--- src/rtl/reg_file_sb.sv ---
// Register file with a per-register scoreboard (busy bit), two combinational read ports,
// one write port and one reservation port. Optional write-to-read bypass: REG_FILE_SB_BYPASS_EN.
module reg_file_sb #(
  parameter int DATA_W   = 8,
  parameter int ADDR_W   = 2,
  parameter int ZERO_REG = 0
) (
  input  logic              Clk,
  input  logic              Reset,
  input  logic              WriteEn,
  input  logic [ADDR_W-1:0] Waddr,
  input  logic [DATA_W-1:0] DataIn,
  input  logic [ADDR_W-1:0] RaddrA,
  input  logic [ADDR_W-1:0] RaddrB,
  output logic [DATA_W-1:0] DataOutA,
  output logic [DATA_W-1:0] DataOutB,
  input  logic              ReserveEn,
  input  logic [ADDR_W-1:0] ReserveAddr,
  output logic              ReserveAck,
  output logic              BusyA,
  output logic              BusyB,
  output logic              AnyBusy
);

  localparam int DEPTH = 2 ** ADDR_W;

  typedef enum logic {
    IDLE    = 1'b0,
    PENDING = 1'b1
  } busy_state_e;

  logic [DATA_W-1:0] regs_q [DEPTH];
  logic [DATA_W-1:0] regs_d [DEPTH];
  busy_state_e       busy_q [DEPTH];
  busy_state_e       busy_d [DEPTH];
  logic              any_busy_q;
  logic              any_busy_d;
  logic              wr_ok;

  function automatic logic is_zero_reg(input logic [ADDR_W-1:0] addr);
    return (ZERO_REG != 0) && (addr == '0);
  endfunction

  assign wr_ok      = WriteEn & ~Reset & ~is_zero_reg(Waddr);
  assign ReserveAck = ReserveEn & ~Reset & (busy_q[ReserveAddr] == IDLE)
                      & ~is_zero_reg(ReserveAddr);
  assign AnyBusy    = any_busy_q;

  // Next state: reset wins over everything; otherwise an accepted reserve beats a write.
  always_comb begin
    regs_d     = regs_q;
    busy_d     = busy_q;
    any_busy_d = 1'b0;
    if (Reset) begin
      for (int i = 0; i < DEPTH; i++) begin
        regs_d[i] = '0;
        busy_d[i] = IDLE;
      end
    end else begin
      if (wr_ok) regs_d[Waddr] = DataIn;
      for (int i = 0; i < DEPTH; i++) begin
        case (busy_q[i])
          IDLE:    if (ReserveAck && (ReserveAddr == ADDR_W'(i))) busy_d[i] = PENDING;
          PENDING: if (WriteEn && (Waddr == ADDR_W'(i)))          busy_d[i] = IDLE;
          default: busy_d[i] = IDLE;
        endcase
      end
    end
    for (int i = 0; i < DEPTH; i++) any_busy_d = any_busy_d | (busy_d[i] == PENDING);
  end

  always_ff @(posedge Clk) begin
    regs_q     <= regs_d;
    busy_q     <= busy_d;
    any_busy_q <= any_busy_d;
  end

  always_comb begin
    DataOutA = regs_q[RaddrA];
    BusyA    = (busy_q[RaddrA] == PENDING);
    if (is_zero_reg(RaddrA)) begin
      DataOutA = '0;
      BusyA    = 1'b0;
    end
`ifdef REG_FILE_SB_BYPASS_EN
    // A same-cycle write releases the reservation unless it is re-reserved right now.
    if (wr_ok && (Waddr == RaddrA)) begin
      DataOutA = DataIn;
      BusyA    = ReserveAck && (ReserveAddr == RaddrA);
    end
`endif
  end

  always_comb begin
    DataOutB = regs_q[RaddrB];
    BusyB    = (busy_q[RaddrB] == PENDING);
    if (is_zero_reg(RaddrB)) begin
      DataOutB = '0;
      BusyB    = 1'b0;
    end
`ifdef REG_FILE_SB_BYPASS_EN
    if (wr_ok && (Waddr == RaddrB)) begin
      DataOutB = DataIn;
      BusyB    = ReserveAck && (ReserveAddr == RaddrB);
    end
`endif
  end

endmodule

--- config.mk ---
export PLATFORM = sky130hd
export DESIGN_NAME = reg_file_sb
export DESIGN_NICKNAME = d
export VERILOG_FILES = /design/src/rtl/reg_file_sb.sv
export SDC_FILE = /design/constraint.sdc
export NUM_CORES = 1
export LEC_CHECK = 0
export ABC_AREA = 1
export BUFFER_PORTS_ARGS = -buffer_cell sky130_fd_sc_hd__buf_2
export CAP_MARGIN = 5
export CORE_MARGIN = 3
export CORE_UTILIZATION = 35
export CTS_BUF_LIST = sky130_fd_sc_hd__clkbuf_16
export CTS_CLUSTER_DIAMETER = 50
export CTS_CLUSTER_SIZE = 10
export DETAILED_ROUTE_END_ITERATION = 8
export SYNTH_ARGS = -nofsm -noshare
export SYNTH_HDL_FRONTEND = slang
export SYNTH_SLANG_ARGS = --single-unit
--- constraint.sdc ---
create_clock -name Clk -period 2.65 [get_ports Clk]
set_clock_uncertainty 0.2 [all_clocks]
set_input_delay 0.1325 -clock Clk [delete_from_list [all_inputs] [get_ports Clk]]
set_output_delay 0.1325 -clock Clk [all_outputs]
set_load 0.005 [all_outputs]
==> results.tsv <==
stage	metric	value	unit
worst_setup_path	Crit Path Max Fanout	19	
clock_tree	Num CTS Buffers	5	
worst_setup_path	Worst EP required	2.32	ns
worst_setup_path	CP Buf/Inv Count	3	
detailed_routing	Routed WL per cell	13.4	um
floorplan	Core Area	0.00527	sq mm
timing	final worst path period need	1.84	ns
detailed_routing	Via density	4.98	
detailed_routing	final WL	5460	um
synth	compound-cell area share of the yosys netlist	0.248	
placed_design	Placed Instances	392	
status	status	finished, final reports clean	
finish	nets@finish	358	
clock_tree	CTS sink cnt	37	
finish	Area Growth Syn to Fin	23.6	%
power	pwr dens	599	mW/mm^2
finish	Core Util, Final	0.463	
clock_tree	CTS tree	built	
placed_design	dpl ws	0.836	ns
clock_tree	# Post-CTS Setup Buffers	0	
clock_tree	Skew-Pair Late Insertion Delay	0.28	ns
grt	first-pass GRT wire length	8860	um
timing	Slew HR	0.567	
flow_run	Max Cap Viol	0	
detailed_routing	# DRC	0	
finish	Ant. Diodes	0	
clock_tree	root buffer cell	clkbuf_16	
timing	post-route setup slack	0.808	ns
grt	vias in the first global route	1766	
floorplan	Die H	81.1	um
synth	Synth Instances	297	
detailed_routing	routed vias	2036	
worst_setup_path	worst endpoint data arrival time	1.51	ns
timing	Tcrit/Tclk final	0.695	
timing	worst slew pin tran	0.648	ns
worst_setup_path	crit start category	input pin	
detailed_routing	starting DRC count in detailed routing	199	
synth	Post-Syn Nets	317	
floorplan	row count	26	
power	leakage power total	1.04	nW
power	VDD IR max	0.000277	V
synth	synth unique cells	21	
floorplan	Die Wd	81.1	um
synth	post-synthesis simple-gate area fraction	0.293	
clock_tree	Clock transition at path regs	0.06	ns
floorplan	Ports	40	
worst_setup_path	CP peak stage delay	0.49	ns
finish	Post-Layout Cell Count	409	
grt	total congestion overflow	0	
worst_hold_path	Min-Delay Path Class	input pin to register	
clock_tree	Resized Gates After CTS	0	
worst_setup_path	crit-path cells	buf_2, clkinv_1, o21ai_0, a21oi_1, a21oi_1, buf_2	
worst_setup_path	Worst path slowest cell	clkinv_1	
clock_tree	maximum buffer depth of the clock tree	2	
worst_setup_path	Worst Path Class, Setup	input pin to primary output	
finish	most frequent cells in the layout	76 x nand2_1, 62 x o21ai_0, 39 x nor2_1, 39 x buf_2, 37 x dfxtp_1	
synth	sequential area share after synthesis	0.375	
worst_setup_path	Setup crit end kind	primary output	
synth	Area contributors post-synth	dfxtp_1 37%, o21ai_0 16%, nand2_1 14%	
timing	Hold WS	0.0250	ns
detailed_routing	router iterations before antenna repair	4	
timing	RSZ-0062 raised after global routing	no	
timing	Setup-failing EPs final	0	
timing	Hold Vio Cnt, Final	0	
synth	post-synthesis mux area share	0	
finish	commonest non-fill, non-tap cell in the layout	nand2_1	
placed_design	DP HPWL	3710	um
floorplan	Die ar.	0.00658	sq mm
synth	largest family of logic cells by synthesized area	simple AND/OR/NAND/NOR gates	
synth	cell taking the most area after synthesis	dfxtp_1	
synth	share of the synthesized area in the top cell type	0.375	
finish	share of cells above drive strength 1	0.177	
timing	Setup TNS	0	ns
synth	syn avg cell area	6.65	sq um
synth	mapped cell area	0.00198	sq mm
placed_design	Placer Congestion	0.828	
clock_tree	CTS HTree Levels	2	
grt	largest net degree at the start of global routing	35	
timing	fmax	0.543	GHz
synth	Synth Area in Adders	0	
grt	GRT Util Overall	0.176	
detailed_routing	Final ANT Viol Nets	0	
synth	Synth Area in XOR/XNOR	0	
synth	Seq cells post-synth	37	
floorplan	effective utilization at floorplan	0.375	
synth	Synthesis Warnings	0	
timing	Pins Over Slew Limit	0	
finish	FILL cells	552	
grt	initial antenna violation count	0	
worst_setup_path	CP delay by family, top	buffers and inverters	
placed_design	Port Buffer Count	39	
## area by class of cell
| type | count | area (sq um) | area share |
|---|---|---|---|
| well taps | 70 | 87.6 | 0.0359 |
| clock inverters | 3 | 46.3 | 0.0190 |
| multi-input cells | 224 | 1070 | 0.437 |
| clock buffers | 5 | 125 | 0.0512 |
| inverters | 21 | 81.3 | 0.0333 |
| repair buffers | 49 | 293 | 0.120 |
| flip-flops and latches | 37 | 741 | 0.303 |
## tightest hold or removal path, stage by stage
cell	delay (ns)
buf_2	0.13
a31oi_1	0.09
nand2_1	0.07
inv_1	0.04
## sequential cells by signal, indices dropped and copies added (netlist names)
register and cells:
AnyBusy 1, regs_q 32, busy_q 4
## layer usage
| metal | GRT usage | part of all wire | vias to the layer above |
|---|---|---|---|
| li1 | - | - | 1086 |
| met1 | 0.245 | 0.49 | 891 |
| met2 | 0.268 | 0.45 | 55 |
| met3 | 0.0333 | 0.053 | 4 |
| met4 | 0.0726 | 0.010 | 0 |
| met5 | 0 | 0 | - |
## cells in the mapped netlist
master    instances
a31oi_1           1
o22ai_1          16
nand3_1           8
a41oi_1           1
nor3_4            4
inv_4             1
nor2_1           39
nand2_1          76
nand4_1           4
clkbuf_1          7
buf_6             3
clkinv_1          2
nor3_1            2
a21oi_1           6
inv_1            16
nand2_2           1
dfxtp_1          37
o21ai_0          62
inv_2             2
buf_2             5
o21ai_2           4
## stage by stage
step | area [sq um] | power (mW)
after detailed placement | 2180 | 0.791
after floorplan | 1980 | 0.715
after global placement | 2180 | 0.789
after CTS | 2440 | 1.49
final | 2440 | 1.46
after global routing | 2440 | 1.53
## worst paths after layout
kind | slack, ns | startpoint | endpoint | cells after the start
hold / removal | 0.03 | WriteEn | busy_q[1] | 4
hold reg to reg | 0.30 | regs_q[12] | regs_q[12] | 2
setup / recovery | 0.81 | RaddrA[0] | BusyA | 6
setup reg to reg | 1.28 | busy_q[3] | AnyBusy | 7
## kinds of logic (layout without fill, tap and decap cells)
family                 Yosys count  count (layout)
AND/OR/NAND/NOR                134             134
AO/OA/AOI/OAI                   90              90
flip-flops                      37              37
buffers and inverters           36              78
## where the power goes
group	leakage [nW]	switching (mW)	total, mW	internal (mW)
Sequential	0.301	0.0176	0.596	0.578
Clock	0.0800	0.228	0.673	0.445
Combinational	0.658	0.117	0.194	0.0768
Total	1.04	0.363	1.46	1.10
## repair_timing
item / CTS / global route
endpoints found under the hold margin: 34 / 0
hold buffers: 9 / 0
setup endpoints to repair: 0 / 0
No activity file was read; power rests on OpenSTA's default activity.
